<file path="config.mk">
export PLATFORM = sky130hd
export DESIGN_NAME = exec_sequencer
export DESIGN_NICKNAME = d
export VERILOG_FILES = /design/src/rtl/exec_sequencer_pkg.sv /design/src/rtl/exec_sequencer_mem_handshake_timer.sv /design/src/rtl/exec_sequencer.sv
export SDC_FILE = /design/constraint.sdc
export NUM_CORES = 1
export LEC_CHECK = 0
export CORE_UTILIZATION = 51
export CTS_BUF_LIST = sky130_fd_sc_hd__clkbuf_8
export CTS_CLUSTER_SIZE = 30
export DETAILED_ROUTE_END_ITERATION = 12
export PLACE_DENSITY_LB_ADDON = 0.08
export RECOVER_POWER = 50
export REMOVE_ABC_BUFFERS = 1
export SYNTH_ARGS = -nofsm -noshare
export SYNTH_HDL_FRONTEND = slang
export SYNTH_SLANG_ARGS = --single-unit
</file>
<file path="constraint.sdc">
create_clock -name clk -period 4.5 [get_ports clk]
set_input_delay 1.35 -clock clk [delete_from_list [all_inputs] [get_ports clk]]
set_output_delay 1.35 -clock clk [all_outputs]
set_load 0.02 [all_outputs]
</file>
<file path="src/rtl/exec_sequencer_pkg.sv">
// Shared definitions for the fetch/execute sequencer: state encoding, widths
// and the strobe ordering used by the move/branch decode.
package exec_sequencer_pkg;

  localparam int unsigned PKG_DATA_W = 8;

  typedef enum logic [1:0] {
    ST_FETCH = 2'd0,
    ST_EXEC  = 2'd1,
    ST_MEM   = 2'd2
  } state_e;

  // Bit positions in the packed strobe vector, matching the 2-to-4 decode.
  localparam int unsigned STB_BRANCH = 0;
  localparam int unsigned STB_MEM_WR = 1;
  localparam int unsigned STB_MEM_RD = 2;
  localparam int unsigned STB_TOGGLE = 3;
  localparam int unsigned STB_W      = 4;

endpackage

</file>
<file path="src/rtl/exec_sequencer_mem_handshake_timer.sv">
// External memory request handshake: holds mem_req/mem_we, counts wait cycles,
// aborts on timeout with a sticky error and issues completion/abort pulses.
module exec_sequencer_mem_handshake_timer #(
  parameter int unsigned MEM_TIMEOUT = 15,
  parameter int unsigned TO_W        = 4
) (
  input  logic clk,
  input  logic rst,
  input  logic i_start,
  input  logic i_we,
  input  logic i_active,
  input  logic i_mem_ready,
  output logic o_mem_req,
  output logic o_mem_we,
  output logic o_mem_err,
  output logic o_rd_load,
  output logic o_done
);

  logic            r_req;
  logic            r_we;
  logic            r_err;
  logic            r_rd_load;
  logic [TO_W-1:0] r_count;

  logic            w_req_d;
  logic            w_we_d;
  logic            w_err_d;
  logic            w_rd_load_d;
  logic [TO_W-1:0] w_count_d;
  logic            w_done;

  always_comb begin
    w_req_d     = r_req;
    w_we_d      = r_we;
    w_err_d     = r_err;
    w_rd_load_d = 1'b0;
    w_count_d   = r_count;
    w_done      = 1'b0;
    if (i_start) begin
      w_req_d   = 1'b1;
      w_we_d    = i_we;
      w_count_d = '0;
    end else if (i_active) begin
      // Completion is checked first so a late ready still wins over the abort.
      if (i_mem_ready) begin
        w_req_d     = 1'b0;
        w_we_d      = 1'b0;
        w_rd_load_d = ~r_we;
        w_done      = 1'b1;
      end else if (r_count == TO_W'(MEM_TIMEOUT)) begin
        w_req_d = 1'b0;
        w_we_d  = 1'b0;
        w_err_d = 1'b1;
        w_done  = 1'b1;
      end else begin
        w_count_d = r_count + TO_W'(1);
      end
    end
  end

  always_ff @(posedge clk) begin
    if (rst) begin
      r_req     <= 1'b0;
      r_we      <= 1'b0;
      r_err     <= 1'b0;
      r_rd_load <= 1'b0;
      r_count   <= '0;
    end else begin
      r_req     <= w_req_d;
      r_we      <= w_we_d;
      r_err     <= w_err_d;
      r_rd_load <= w_rd_load_d;
      r_count   <= w_count_d;
    end
  end

  assign o_mem_req = r_req;
  assign o_mem_we  = r_we;
  assign o_mem_err = r_err;
  assign o_rd_load = r_rd_load;
  assign o_done    = w_done;

endmodule

</file>
<file path="src/rtl/exec_sequencer.sv">
// Fetch/execute controller: owns the PC, latches instructions, sequences the
// one-cycle execute window and the memory handshake, and drives the pin mux.
module exec_sequencer
  import exec_sequencer_pkg::*;
#(
  parameter int unsigned DATA_W      = PKG_DATA_W,
  parameter int unsigned MEM_TIMEOUT = 15,
  parameter int unsigned TO_W        = 4
) (
  input  logic              clk,
  input  logic              rst,
  input  logic [DATA_W-1:0] instr_in,
  input  logic              bcf,
  input  logic              mem_write,
  input  logic              mem_read,
  input  logic              toggle_out,
  input  logic [DATA_W-1:0] r3_val,
  input  logic              mem_ready,
  output logic [DATA_W-1:0] pc,
  output logic [DATA_W-1:0] instr,
  output logic              exec_en,
  output logic              reg_we,
  output logic              rd_load,
  output logic              mem_req,
  output logic              mem_we,
  output logic              out_sel,
  output logic [DATA_W-1:0] io_out,
  output logic              mem_err
);

  state_e            r_state;
  logic [DATA_W-1:0] r_pc;
  logic [DATA_W-1:0] r_instr;
  logic              r_out_sel;

  state_e            w_state_d;
  logic [DATA_W-1:0] w_pc_d;
  logic [DATA_W-1:0] w_instr_d;
  logic              w_out_sel_d;
  logic              w_exec_en;
  logic              w_reg_we;
  logic              w_start;
  logic              w_start_we;
  logic              w_mem_done;
  logic [STB_W-1:0]  w_strobes;

  assign w_strobes[STB_BRANCH] = bcf;
  assign w_strobes[STB_MEM_WR] = mem_write;
  assign w_strobes[STB_MEM_RD] = mem_read;
  assign w_strobes[STB_TOGGLE] = toggle_out;

  always_comb begin
    w_state_d   = r_state;
    w_pc_d      = r_pc;
    w_instr_d   = r_instr;
    w_out_sel_d = r_out_sel;
    w_exec_en   = 1'b0;
    w_reg_we    = 1'b0;
    w_start     = 1'b0;
    w_start_we  = 1'b0;
    case (r_state)
      ST_FETCH: begin
        w_instr_d = instr_in;
        w_state_d = ST_EXEC;
      end
      ST_EXEC: begin
        w_exec_en = 1'b1;
        w_state_d = ST_FETCH;
        if (w_strobes[STB_BRANCH]) begin
          w_pc_d = r_pc + r3_val;
        end else if (w_strobes[STB_MEM_WR] || w_strobes[STB_MEM_RD]) begin
          w_start    = 1'b1;
          w_start_we = w_strobes[STB_MEM_WR];
          w_state_d  = ST_MEM;
        end else if (w_strobes[STB_TOGGLE]) begin
          w_out_sel_d = ~r_out_sel;
          w_pc_d      = r_pc + DATA_W'(1);
        end else begin
          w_reg_we = 1'b1;
          w_pc_d   = r_pc + DATA_W'(1);
        end
      end
      ST_MEM: begin
        if (w_mem_done) begin
          w_pc_d    = r_pc + DATA_W'(1);
          w_state_d = ST_FETCH;
        end
      end
      default: w_state_d = ST_FETCH;
    endcase
  end

  always_ff @(posedge clk) begin
    if (rst) begin
      r_state   <= ST_FETCH;
      r_pc      <= '0;
      r_instr   <= '0;
      r_out_sel <= 1'b0;
    end else begin
      r_state   <= w_state_d;
      r_pc      <= w_pc_d;
      r_instr   <= w_instr_d;
      r_out_sel <= w_out_sel_d;
    end
  end

  exec_sequencer_mem_handshake_timer #(
    .MEM_TIMEOUT(MEM_TIMEOUT),
    .TO_W       (TO_W)
  ) u_mem_timer (
    .clk        (clk),
    .rst        (rst),
    .i_start    (w_start),
    .i_we       (w_start_we),
    .i_active   (r_state == ST_MEM),
    .i_mem_ready(mem_ready),
    .o_mem_req  (mem_req),
    .o_mem_we   (mem_we),
    .o_mem_err  (mem_err),
    .o_rd_load  (rd_load),
    .o_done     (w_mem_done)
  );

  assign pc      = r_pc;
  assign instr   = r_instr;
  assign exec_en = w_exec_en;
  assign reg_we  = w_reg_we;
  assign out_sel = r_out_sel;
  assign io_out  = r_out_sel ? r3_val : r_pc;

endmodule

</file>
# After elaboration in Yosys (flattened, before gate mapping)
# Index checks and enable logic that the tools add are counted.
# totals
reg_bits,27
in_bits,23
out_inout_bits,31
word_cells,66
# classes
add_sub_neg,3
n_eq_ne,5
mux,29
n_bitwise,8
reduce_logical,12
# ops
cell,count
2-to-1 mux 8 bit,4
2-to-1 mux 1 bit,20
case mux 8 bit (2 select lines),1
"adder 8 x 1 -> 8 bit, second input constant",1
adder 8 bit,1
NOT 1 bit,8
AND reduction 4 bit,2
2-to-1 mux 2 bit,3
case mux 2 bit (3 select lines),1
AND reduction 3 bit,2
"adder 4 x 1 -> 4 bit, second input constant",1
"== test 4 bit, second input constant",1
nonzero test 2 bit,2
OR reduction 4 bit,1
"inequality test 3 bit, second input constant",1
nonzero test 3 bit,1
"== test 2 x 1 -> 1 bit, second input constant",1
"== test 2 bit, second input constant",1
logical NOT 2 bit,1
"inequality test 2 bit, second input constant",1
AND reduction 2 bit,1
OR reduction 2 bit,1
logical OR 1 bit,1

# Depth between registers and ports, before layout
# Gate-level depths: netlist of the first run.
# logic_depth
ltp_word,7
ltp_mapped,8
depth_no_buf,8

# Modules after synthesis
# A second synthesis of the first run with hierarchy kept.
# unflattened
hier_cells,200
area_unflattened_um2,1675.4
# by_module_without_submodules
module,instances,cells_per_inst,area_each_um2,seq_area_each_um2
exec_sequencer,1,162,1321.3,380.4
exec_sequencer_mem_handshake_timer,1,38,354.1,160.2

# Worst setup path after synthesis of the first run
# No wires, ideal clock.
# synth_timing
path_type,in2out
start,input port bcf
end,output port reg_we
t_arrival_ns,1.927
t_required_ns,3.150
slack_ns,1.223
stages,3
n_path_buf,0
cell_sequence,nor2b_1 > nand2_1 > nor2_1
# synth_via
elab_chain_cells,2
# synth_lines
item,line_no,rtl
start: declaration,exec_sequencer.sv:13,"input logic bcf,"
2-to-1 mux 1 bit,exec_sequencer.sv:69,if (w_strobes[STB_BRANCH]) begin
2-to-1 mux 1 bit,exec_sequencer.sv:61,case (r_state)
end: declaration,exec_sequencer.sv:22,"output logic reg_we,"
# Every way passes these cells.

# Final worst setup path of the first run
# layout_timing
start,input port mem_read
end,output port reg_we
# layout_via
elab_chain_cells,4
# layout_lines
item,line_no,rtl
start: declaration,exec_sequencer.sv:15,"input logic mem_read,"
logical OR 1 bit,exec_sequencer.sv:71,end else if (w_strobes[STB_MEM_WR] || w_strobes[STB_MEM_RD]) begin
2-to-1 mux 1 bit,exec_sequencer.sv:71,
2-to-1 mux 1 bit,exec_sequencer.sv:69,
2-to-1 mux 1 bit,exec_sequencer.sv:61,
# Every way passes these cells.

==> flow_summary.json, run 1 <==
{
  "setup_viol": 0,
  "syn_avg_cell_area_um2": 7.89,
  "numCtsBuffers": 3,
  "cts_setup_buffers": 0,
  "io_pins": 54,
  "fin_nets": 301,
  "slew_viol_final": 0,
  "cts_resized": 0,
  "die_x_um": 59.5,
  "totalWireLength_mm": 3.90,
  "power_mw": 0.593,
  "critPathLaunchType": "input pin",
  "worst_pin_slew_ns": 0.957,
  "final.setup_skew_ns": 0.00625,
  "grt_use_total": 0.245,
  "h-tree-depth": 1,
  "yosysWarnings": 0,
  "drcViolationCount": 0,
  "crit_arrival_ns": 2.70,
  "finish.utilization": 0.742,
  "yosys_most_used_dff": "dfxtp_1",
  "rsz0062_at_grt": "false",
  "async_flop_share": 0,
  "areaGrowthSynthToFinish_pct": 36.4,
  "port_buffers": 53,
  "via_per_inst": 5.50,
  "p_leak_nw": 0.891,
  "drtAntennaViolNets": 0,
  "ir_worst_vdd_mv": 0.205,
  "relSlewSlack": 0.362,
  "cts_tree": "done",
  "setup.worst_path.end_class": "output pin",
  "max_freq_ghz": 0.247,
  "cp.required_ns": 3.15,
  "start_util": 0.544,
  "num_vias": 1711,
  "cts_root_buf": "clkbuf_8",
  "n_fill_cell": 276,
  "antenna_found_initial": 0,
  "clock_path_buffers": 2,
  "die_height_um": 59.5,
  "fin_tns_setup_ns": 0,
  "cts_hold_buf": 0,
  "clock-sinks": 27,
  "drtIter0Drc": 80,
  "fin_ws_ns": 0.449,
  "gp_congestion": 0.792,
  "drt-pass1-iter-count": 4,
  "synth-edff-count": 0,
  "grt_start_max_net_pins": 22,
  "synth_cells": 214,
  "num_antenna_cells": 0,
  "grt-ovfl-total": 0,
  "p_per_area_nw_per_um2": 258,
  "grt_pass1_wl_mm": 6.67,
  "wl_per_cell_um": 12.5,
  "register_area_um2": 541,
  "path_class": "in2out",
  "finalCriticalPeriod_ns": 4.05,
  "rows": 20,
  "ys_ff_latch": 27,
  "clk_pin_slew_ns": 0.08,
  "hold_viol_final": 0,
  "status": "complete, no violations",
  "fin_crit_sh": 0.900,
  "multi_input_area_um2": 1090,
  "syn-cell-area_um2": 1690,
  "seq_area_frac_synth": 0.320,
  "dp.final_hpwl_mm": 2.96,
  "clk_latency_ns": 0.27,
  "dpl_worst_slack_ns": 0.450,
  "die_area_um2": 3540,
  "synth_cell_types": 42,
  "hp-class": "reg2reg",
  "design.core.area_um2": 3100,
  "drive_gt1_frac": 0.0712,
  "path_max_fanout": 3,
  "max_cap_violations": 0,
  "grt_pass1_vias": 1536
}
## stage by stage
step | std cells | instance area, um2 | hold WS [ns]
final | 311 | 2300 | 0.456
after global routing | 311 | 2300 | 0.486
after CTS | 311 | 2310 | 0.458
after detailed placement | 307 | 2260 | 0.448
after global placement | 307 | 2260 | 0.443
after floorplan | 207 | 1650 | 0.454
## synthesized netlist by cell type (2+ instances only)
| master | number | share of area |
|---|---|---|
| nand2_1 | 34 | 0.076 |
| a21oi_1 | 27 | 0.080 |
| dfxtp_1 | 27 | 0.32 |
| nor2_1 | 18 | 0.040 |
| o21ai_0 | 11 | 0.033 |
| ha_1 | 9 | 0.067 |
| nand3_1 | 9 | 0.027 |
| nor3_1 | 9 | 0.027 |
| mux2_2 | 7 | 0.047 |
| inv_1 | 5 | 0.011 |
| and3_1 | 4 | 0.015 |
| clkbuf_1 | 4 | 0.0089 |
| nor2b_1 | 4 | 0.015 |
| xnor2_1 | 4 | 0.021 |
| mux2i_1 | 3 | 0.018 |
| nand2b_1 | 3 | 0.011 |
| xor2_1 | 3 | 0.016 |
| a21o_1 | 2 | 0.0089 |
| buf_2 | 2 | 0.0059 |
| nand3b_1 | 2 | 0.0089 |
| nand4_1 | 2 | 0.0074 |
| nor3b_1 | 2 | 0.0089 |
| o211ai_1 | 2 | 0.0089 |
| o31a_1 | 2 | 0.010 |
| or3_1 | 2 | 0.0074 |
## per-layer routing
layer | track usage | share of wire | up-vias
li1 | - | - | 870
met1 | 0.317 | 0.46 | 785
met2 | 0.417 | 0.47 | 48
met3 | 0.0415 | 0.048 | 8
met4 | 0.0698 | 0.018 | 0
met5 | 0 | 0 | -
## critical path, stage by stage
cell             delay, ns
clkdlybuf4s50_1       0.45
nor2_1                0.15
nand2_1               0.07
nor2_1                0.08
clkdlybuf4s50_1       0.60
## registers in the layout, summed over array words and instances, names as in the netlist
| register | count |
|---|---|
| u_mem_timer.r_count | 4 |
| r_state | 2 |
| u_mem_timer.o_mem_req | 1 |
| out_sel | 1 |
| instr | 8 |
| u_mem_timer.o_mem_err | 1 |
| u_mem_timer.o_rd_load | 1 |
| u_mem_timer.o_mem_we | 1 |
| pc | 8 |
## cells in the final DEF (no fill, tap or decap), types with 2 or more instances in the layout
cell type        count
o31a_1               2
nor2b_1              4
ha_1                 9
dfxtp_1             27
mux2_2               7
mux2i_1              3
nand2b_1             3
a21oi_1             27
clkdlybuf4s50_1     42
or3_1                2
nand3b_1             2
o211ai_1             2
and3_1               4
nor3_1               9
nand3_1              9
xnor2_1              4
dlygate4sd3_1       11
o21ai_0             11
xor2_1               3
nor3b_1              2
a21o_1               2
nand2_1             34
inv_1                5
nor2_1              18
clkbuf_8             3
nand4_1              2
buf_4                2
## logic make-up (layout without fill, tap and decap cells)
group,Yosys count,after routing,share of synthesized area
xor+xnor,7,7,0.0363
mux,10,10,0.0645
simple gates,97,97,0.285
fa+ha+maj,10,10,0.0786
flops,27,27,0.320
buf+inv,12,65,0.0326
compound gates,51,51,0.183
## path summary, 6_finish.rpt
kind / start / end / slack, ns / cells after the start
worst max-delay path: mem_read / reg_we / 0.45 / 5
worst min-delay path: instr[4]$_SDFFE_PP0P_ / instr[4]$_SDFFE_PP0P_ / 0.46 / 2
worst max register to register: pc[0]$_SDFFE_PP0P_ / pc[6]$_SDFFE_PP0P_ / 2.40 / 8
worst min register to register: instr[4]$_SDFFE_PP0P_ / instr[4]$_SDFFE_PP0P_ / 0.46 / 2
## final cells by class
type	count	area share
multi-input cells	175	0.474
repair buffers	56	0.239
flip-flops and latches	27	0.235
well taps	44	0.0239
clock buffers	3	0.0179
inverters	5	0.00815
clock inverters	1	0.00217
## power by group
part	leakage [nW]	switching, mW	total (mW)	internal [mW]
clock network	0.0255	0.0725	0.134	0.0620
registers	0.221	0.0156	0.269	0.253
logic	0.645	0.0970	0.190	0.0930
total	0.891	0.185	0.593	0.408
Note: power is estimated with default switching activity, not from simulation.
==> inputs of run 2 (changes only) <==
--- a/config.mk
+++ b/config.mk
@@ -5,8 +5,8 @@
 export SDC_FILE = /design/constraint.sdc
 export NUM_CORES = 1
 export LEC_CHECK = 0
-export CORE_UTILIZATION = 51
-export CTS_BUF_LIST = sky130_fd_sc_hd__clkbuf_8
+export CORE_UTILIZATION = 42
+export CTS_BUF_LIST = sky130_fd_sc_hd__clkbuf_16
 export CTS_CLUSTER_SIZE = 30
 export DETAILED_ROUTE_END_ITERATION = 12
 export PLACE_DENSITY_LB_ADDON = 0.08
==> constraint.sdc (replaced) <==
create_clock -name clk -period 3.4 [get_ports clk]
set_input_delay 1.02 -clock clk [delete_from_list [all_inputs] [get_ports clk]]
set_output_delay 1.02 -clock clk [all_outputs]
set_load 0.02 [all_outputs]
==> flow_summary.json, run 2 (synthesis results as in run 1) <==
{
  "grt_start_max_net_pins": 21,
  "clock-sinks": 27,
  "path_class": "in2out",
  "dp.final_hpwl_mm": 2.88,
  "finalCriticalPeriod_ns": 3.28,
  "drt-pass1-iter-count": 4,
  "max_cap_violations": 0,
  "ir_worst_vdd_mv": 0.225,
  "met1_usage": 0.245,
  "grt_use_total": 0.191,
  "placed_cell_area_um2": 2290,
  "critPathSlowestCell": "clkdlybuf4s50_1",
  "cpMostUsedCell": "clkdlybuf4s50_1",
  "rows": 22,
  "grt-ovfl-total": 0,
  "h-tree-depth": 1,
  "totalWireLength_mm": 3.76,
  "io_pins": 54,
  "path_delay_family": "buffers and inverters",
  "crit_chain": "clkdlybuf4s50_1, mux2_2, clkdlybuf4s50_1",
  "drtAntennaViolNets": 0,
  "port_buffers": 53,
  "fin_ws_ns": 0.117,
  "crit_buf_inv": 2,
  "wl_per_cell_um": 11.8,
  "drtIter0Drc": 78,
  "slowest_delay_ns": 0.54,
  "grt_pass1_wl_mm": 6.52,
  "final.setup_skew_ns": 0.00212,
  "drive_gt1_frac": 0.0778,
  "fin_crit_sh": 0.966,
  "max_freq_ghz": 0.305,
  "layout_commonest_cell": "clkdlybuf4s50_1",
  "cts_tree": "done",
  "rsz0062_at_grt": "false",
  "slew_viol_final": 0,
  "final_cell_mix": "clkdlybuf4s50_1 (39), nand2_1 (34), a21oi_1 (27), dfxtp_1 (27), nor2_1 (18)",
  "use_met2": 0.332,
  "numCtsBuffers": 3,
  "gp_congestion": 0.800,
  "cp.required_ns": 2.38,
  "via_per_inst": 5.25,
  "design.core.area_um2": 3740,
  "antenna_found_initial": 0,
  "drcViolationCount": 0,
  "num_antenna_cells": 0,
  "setup_viol": 0,
  "dpl_worst_slack_ns": -0.0534,
  "clock_path_buffers": 2,
  "worst_pin_slew_ns": 0.845,
  "hold_viol_final": 0,
  "grt.busiest_layer": "met2",
  "post-place-cells": 314,
  "p_leak_nw": 0.947,
  "clk_latency_ns": 0.26,
  "gr-usage-met3": 0.0243,
  "path_max_fanout": 2,
  "num_vias": 1668,
  "crit_arrival_ns": 2.26,
  "fin_tns_setup_ns": 0,
  "clk_pin_slew_ns": 0.06,
  "fin_nets": 304,
  "grt_pass1_vias": 1529,
  "design_area_um2": 2360,
  "areaGrowthSynthToFinish_pct": 40.0,
  "cts_root_buf": "clkbuf_16",
  "cts_hold_buf": 0,
  "die_height_um": 65.4,
  "setup.worst_path.end_class": "output pin",
  "hp-class": "reg2reg",
  "critPathLaunchType": "input pin",
  "die_x_um": 65.4,
  "p_per_area_nw_per_um2": 367,
  "start_util": 0.451,
  "relSlewSlack": 0.436,
  "die_area_um2": 4280,
  "fin_cells": 318,
  "status": "complete, no violations"
}
## run 2: final timing paths
kind                                            start                    end  slack, ns  depth (start not counted)
worst min-delay path            instr[7]$_SDFFE_PP0P_  instr[7]$_SDFFE_PP0P_       0.45                          2
worst max-delay path                        r3_val[7]              io_out[7]       0.12                          3
worst min register to register  instr[7]$_SDFFE_PP0P_  instr[7]$_SDFFE_PP0P_       0.45                          2
worst max register to register     pc[0]$_SDFFE_PP0P_     pc[6]$_SDFFE_PP0P_       1.30                          8
## run 2: worst reg2reg max path, delay by kind of cell, from the launching register on
kind                       cells  cell delay, ns
AOI/OAI and AO/OA              2            0.48
adders and majority gates      2            0.61
buffers and inverters          1            0.06
DFF                            1            0.46
muxes                          1            0.09
and+or+nand+nor                2            0.32
## run 2: layout make-up
class                      instances  area [um2]
clock buffer                       3        75.1
multi-input combinational        175        1090
clock inverter                     1        3.75
fill                             347        1380
sequential                        27         541
inverter                           5        18.8
tap                               48        60.1
timing repair buffer              59         573
## run 2: metal layers
metal / part of all wire / vias up
li1: - / 880
met1: 0.49 / 747
met2: 0.46 / 39
met3: 0.044 / 2
met4: 0.0045 / 0
met5: 0 / -
## run 2: power breakdown
part | internal, mW | switching, mW | total (mW)
clock network | 0.157 | 0.102 | 0.259
registers | 0.335 | 0.0204 | 0.355
logic | 0.125 | 0.127 | 0.252
total | 0.617 | 0.249 | 0.866
## run 2: repair_timing
item                                    4_1_cts  5_1_grt
buffers inserted                              0        0
endpoints found under the setup margin        1        1
resized for setup                             1        1
## run 2: metrics by stage
stage                     power, mW   util  hold WS [ns]
final                         0.866  0.631         0.451
after global routing          0.912  0.631         0.471
after detailed placement      0.619  0.611         0.446
after global placement        0.618  0.611         0.442
after CTS                     0.879  0.632         0.455
after floorplan               0.504      -         0.454
